$ cat src/rtl/output_buffer_80_pkg.sv
// ============================================================================
// Module   : output_buffer_80_pkg
// Purpose  : Shared sizing constants for the 80-bit xpipes output buffer.
// Revision : 1.0 - initial release
// ============================================================================
`timescale 1ns/1ps
`default_nettype none

package output_buffer_80_pkg;

    localparam int OB_FLIT_WIDTH = 80;
    localparam int OB_DEPTH      = 4;

endpackage : output_buffer_80_pkg

`default_nettype wire

$ cat src/rtl/outbuf_regfile_80.sv
// ============================================================================
// Module   : outbuf_regfile_80
// Purpose  : DEPTH x FLIT_WIDTH flit store, one sync write port, one async read.
// Revision : 1.0 - initial release
// ============================================================================
`timescale 1ns/1ps
`default_nettype none

module outbuf_regfile_80
    import output_buffer_80_pkg::*;
#(
    parameter int FLIT_WIDTH = OB_FLIT_WIDTH,
    parameter int DEPTH      = OB_DEPTH,
    parameter int ADDR_W     = $clog2(DEPTH)
) (
    input  logic                  clk,
    input  logic                  wr_en,
    input  logic [ADDR_W-1:0]     wr_addr,
    input  logic [FLIT_WIDTH-1:0] wr_data,
    input  logic [ADDR_W-1:0]     rd_addr,
    output logic [FLIT_WIDTH-1:0] rd_data
);

    // Contents are deliberately left unreset; validity is tracked by the count.
    logic [FLIT_WIDTH-1:0] mem_q [DEPTH];

    always_ff @(posedge clk) begin
        if (wr_en) begin
            mem_q[wr_addr] <= wr_data;
        end
    end

    assign rd_data = mem_q[rd_addr];

endmodule : outbuf_regfile_80

`default_nettype wire

$ cat src/rtl/output_buffer_80.sv
// ============================================================================
// Module   : output_buffer_80
// Purpose  : Output-port flit FIFO with stall handshake; optional empty-bypass
//            enabled by defining OUTBUF_BYPASS_EN.
// Revision : 1.0 - initial release
// ============================================================================
`timescale 1ns/1ps
`default_nettype none

module output_buffer_80
    import output_buffer_80_pkg::*;
#(
    parameter int FLIT_WIDTH = OB_FLIT_WIDTH,
    parameter int DEPTH      = OB_DEPTH
) (
    input  logic                  clk,
    input  logic                  rst,
    input  logic [FLIT_WIDTH-1:0] FLIT_in,
    input  logic                  VALID_in,
    output logic                  busy_out,
    output logic [FLIT_WIDTH-1:0] FLIT_out,
    output logic                  VALID_out,
    input  logic                  STALL_in
);

    localparam int               PTR_W  = $clog2(DEPTH);
    localparam int               CNT_W  = PTR_W + 1;
    localparam logic [CNT_W-1:0] C_FULL = CNT_W'(DEPTH);

    logic [PTR_W-1:0]      rd_ptr_q, rd_ptr_d;
    logic [PTR_W-1:0]      wr_ptr_q, wr_ptr_d;
    logic [CNT_W-1:0]      count_q,  count_d;
    logic [FLIT_WIDTH-1:0] rd_data;
    logic                  empty, full, bypass, push, pop;

    always_comb begin
        empty = (count_q == '0);
        full  = (count_q == C_FULL);
`ifdef OUTBUF_BYPASS_EN
        // Empty and downstream ready: hand the flit straight to the link.
        bypass = empty & VALID_in & ~STALL_in;
`else
        bypass = 1'b0;
`endif
        push = VALID_in & ~full & ~bypass;
        pop  = ~empty & ~STALL_in;
    end

    always_comb begin
        rd_ptr_d = rd_ptr_q;
        wr_ptr_d = wr_ptr_q;
        count_d  = count_q;
        if (pop) begin
            rd_ptr_d = rd_ptr_q + PTR_W'(1);
        end
        if (push) begin
            wr_ptr_d = wr_ptr_q + PTR_W'(1);
        end
        if (push && !pop) begin
            count_d = count_q + CNT_W'(1);
        end else if (pop && !push) begin
            count_d = count_q - CNT_W'(1);
        end
    end

    always_ff @(posedge clk or negedge rst) begin
        if (!rst) begin
            rd_ptr_q <= '0;
            wr_ptr_q <= '0;
            count_q  <= '0;
        end else begin
            rd_ptr_q <= rd_ptr_d;
            wr_ptr_q <= wr_ptr_d;
            count_q  <= count_d;
        end
    end

    outbuf_regfile_80 #(
        .FLIT_WIDTH (FLIT_WIDTH),
        .DEPTH      (DEPTH),
        .ADDR_W     (PTR_W)
    ) u_regfile (
        .clk     (clk),
        .wr_en   (push),
        .wr_addr (wr_ptr_q),
        .wr_data (FLIT_in),
        .rd_addr (rd_ptr_q),
        .rd_data (rd_data)
    );

    assign busy_out  = full;
    assign VALID_out = ~empty | bypass;
    assign FLIT_out  = bypass ? FLIT_in : rd_data;

endmodule : output_buffer_80

`default_nettype wire
$ cat config.mk
export PLATFORM = sky130hd
export DESIGN_NAME = output_buffer_80
export DESIGN_NICKNAME = d
export VERILOG_FILES = /design/src/rtl/output_buffer_80_pkg.sv /design/src/rtl/outbuf_regfile_80.sv /design/src/rtl/output_buffer_80.sv
export SDC_FILE = /design/constraint.sdc
export NUM_CORES = 1
export LEC_CHECK = 0
export ABC_AREA = 1
export BUFFER_PORTS_ARGS = -buffer_cell sky130_fd_sc_hd__clkbuf_2
export CELL_PAD_IN_SITES_DETAIL_PLACEMENT = 1
export CELL_PAD_IN_SITES_GLOBAL_PLACEMENT = 1
export CORE_MARGIN = 2
export CORE_UTILIZATION = 52
export CTS_CLUSTER_SIZE = 14
export DETAILED_ROUTE_END_ITERATION = 12
export PLACE_DENSITY_LB_ADDON = 0.12
export SETUP_SLACK_MARGIN = 0.15
export SYNTH_ARGS = -nofsm -noshare
export SYNTH_HDL_FRONTEND = slang
export SYNTH_SLANG_ARGS = --single-unit
$ cat constraint.sdc
create_clock -name clk -period 9.75 [get_ports clk]
set_input_delay 1.4625 -clock clk [delete_from_list [all_inputs] [get_ports clk]]
set_output_delay 1.4625 -clock clk [all_outputs]
set_load 0.01 [all_outputs]
==> impl_metrics.csv <==
group,metric,value,unit
clock_tree,clock_path_buffers,3,
setup_path,crit_top_cell,"nand2_1",
setup_path,cp_top_family,"buffers and inverters",
layout,nets,1240,
clock_tree,cts_tree,"done",
floorplan,die_w,169,um
placed_design,io_buffers,165,
timing,fin_crit_sh,45.9,%
route,drt_iter0_markers,383,
placed_design,gp_congestion,0.719,
route,drc,0,
pwr,leakagePower,6.27,nW
grt,grt_pass1_wl,44100,um
timing,fmax,0.223,GHz
route,vias,7844,
grt,grt_max_degree,181,
setup_path,critPathKind,"register to output port",
synthesis,synthCells,993,
setup_path,path_cells,"clkinv_8 > buf_4 > nand2_1 > o211ai_2 > nand2_1 > clkbuf_2",
placed_design,place_inst,1454,
synthesis,synth.distinct_cells,20,
clock_tree,clock_latency,510,ps
layout,drive_gt1_share,39.1,%
flow_run,maxCapViolations,0,
route,drt-vias-per-instance,5.18,
floorplan,die_h,169,um
clock_tree,cts_root_buffer,"clkbuf_16",
grt,first_global_vias,8408,
timing,rsz0062_at_grt,"false",
clock_tree,cts-hold-fix-buffers,0,
setup_path,worstPathRequired,8290,ps
pwr,power_density,309,mW/mm^2
floorplan,die-area,0.0285,mm^2
synthesis,avgSynthCellArea,14.2,um^2
placed_design,dp_hpwl,16200,um
timing,maxSlewViolCount,0,
layout,area_delta_synth_final,13.5,%
floorplan,num_rows,60,
pwr,vdd_drop_max,237,uV
setup_path,cpMaxStageDelayCell,"buf_4",
grt,antenna_found_initial,4,
timing,skew,10.6,ps
synthesis,synth-seq-cells,327,
timing,final.min_clock_period,4480,ps
grt,grt_usage,20.0,%
clock_tree,cts-resized-gates,0,
layout,fin_cells,1513,
timing,finalSetupViolations,0,
route,dr.pass1.iters,4,
setup_path,startpoint_type,"register",
synthesis,syn_nets,1083,
clock_tree,ctsHtreeMaxLevel,2,
setup_path,worst-path-buf-inv,3,
layout,final_common_cell,"edfxtp_1",
clock_tree,numCtsBuffers,35,
synthesis,yosysWarningCount,0,
clock_tree,clk_pin_slew,60,ps
synthesis,syn_area,0.0141,mm^2
timing,tightest_slew,1060,ps
route,wl_per_cell,18.6,um
floorplan,start_util,52.6,%
setup_path,critical_path_arrival,3010,ps
floorplan,io_pins,166,
grt,grt_overflow,0,
route,wl,28100,um
timing,hold_viol_final,0,
setup_path,worstPathMaxFanout,180,
timing,finalSetupTns,0,ps
setup_path,slowest_delay,880,ps
min_path,hp-class,"register to register",
clock_tree,clock-sinks,327,
setup_path,cp-end-kind,"output port",
route,antenna_left,0,
clock_tree,postCtsSetupBuffers,0,
floorplan,coreArea,0.0268,mm^2
layout,utilization,59.7,%
status,outcome,"finished, final reports clean",
layout,layout_common_cells,"edfxtp_1, nand2_1, clkbuf_2, o211ai_2, clkinv_1",
timing,slew-limit-headroom,29.1,%
synthesis,seq_area_frac_synth,69.4,%
==> power by group <==
group | leakage, nW | total (mW) | internal (mW) | switching, mW
combinational | 2.75 | 1.77 | 0.583 | 1.19
clock | 0.503 | 1.19 | 0.687 | 0.501
sequential | 3.01 | 1.99 | 1.86 | 0.131
total | 6.27 | 4.95 | 3.13 | 1.82
==> cells in the mapped netlist <==
| cell | number | area (um^2) |
|---|---|---|
| dfrtp_1 | 7 | 175 |
| inv_2 | 44 | 165 |
| fa_1 | 1 | 20.0 |
| ha_1 | 5 | 62.6 |
| buf_2 | 16 | 80.1 |
| edfxtp_1 | 320 | 9610 |
| inv_6 | 1 | 8.76 |
| nand2_1 | 227 | 852 |
| o211ai_2 | 160 | 2000 |
| nand2_2 | 29 | 181 |
| nor2_1 | 5 | 18.8 |
| nand3_1 | 7 | 35.0 |
| o21ai_1 | 1 | 5.00 |
| xnor2_1 | 1 | 8.76 |
| buf_6 | 32 | 360 |
| clkbuf_1 | 4 | 15.0 |
| inv_1 | 52 | 195 |
| nand4_1 | 1 | 6.26 |
| clkinv_1 | 79 | 297 |
| inv_4 | 1 | 6.26 |
==> routing by layer <==
| metal | part of all wire, % | GRT usage, % | up-vias |
|---|---|---|---|
| li1 | - | - | 3763 |
| met1 | 41 | 23.6 | 3875 |
| met2 | 51 | 36.1 | 159 |
| met3 | 5.0 | 4.61 | 43 |
| met4 | 2.2 | 6.22 | 4 |
| met5 | 0.085 | 0 | - |
==> sequential cells by signal, indices dropped and copies added (netlist names) <==
name,flops
u_regfile.mem_q,320
rd_ptr_q,2
count_q,3
wr_ptr_q,2
==> metrics by stage <==
stage          instance area, um^2  power [mW]  worst slack [ps]  hold slack (ps)
2_1_floorplan                14100        3.35              4270              482
3_3_place_gp                 15000        3.77              5770              500
3_5_place_dp                 15000        3.83              5680              510
4_1_cts                      16000        5.03              5130              523
5_1_grt                      16000        5.24              4990              551
6_report                     16000        4.95              5270              516
==> worst reg2reg max path: stages (launching register included) <==
cell,delay (ps)
dfrtp_1,420
inv_2,50
nand3_1,140
nand2_1,320
nor2_4,850
buf_4,780
==> logic make-up (layout without fill, tap and decap cells) <==
kind of cell / count (synthesis) / after routing / synth area share (%)
flops: 327 / 327 / 69.4
other cells: 0 / 2 / 0
xor+xnor: 1 / 1 / 0.0621
buf+inv: 229 / 406 / 7.99
fa+ha+maj: 6 / 6 / 0.586
simple gates: 269 / 269 / 7.75
compound gates: 161 / 161 / 14.2
==> path summary, 6_finish.rpt <==
kind	to	startpoint	slack (ps)	cells after the start
min in group asynchronous	count_q[2]	rst	780	1
max reg2reg	u_regfile.mem_q[0][28]	count_q[0]	6720	5
min	count_q[2]	count_q[2]	520	2
min reg2reg	count_q[2]	count_q[2]	520	2
max	FLIT_out[67]	rd_ptr_q[0]	5270	6
max in group asynchronous	rd_ptr_q[1]	rst	8780	1
==> layout make-up <==
class / instances / area (um^2)
clock inverters: 12 / 55.1
diodes: 2 / 5.00
multi-input cells: 437 / 3220
repair buffers: 172 / 878
fillers: 2620 / 10800
well taps: 341 / 427
inverters: 177 / 682
flip-flops and latches: 327 / 9790
clock buffers: 45 / 956
(Power assumes the default switching activity.)
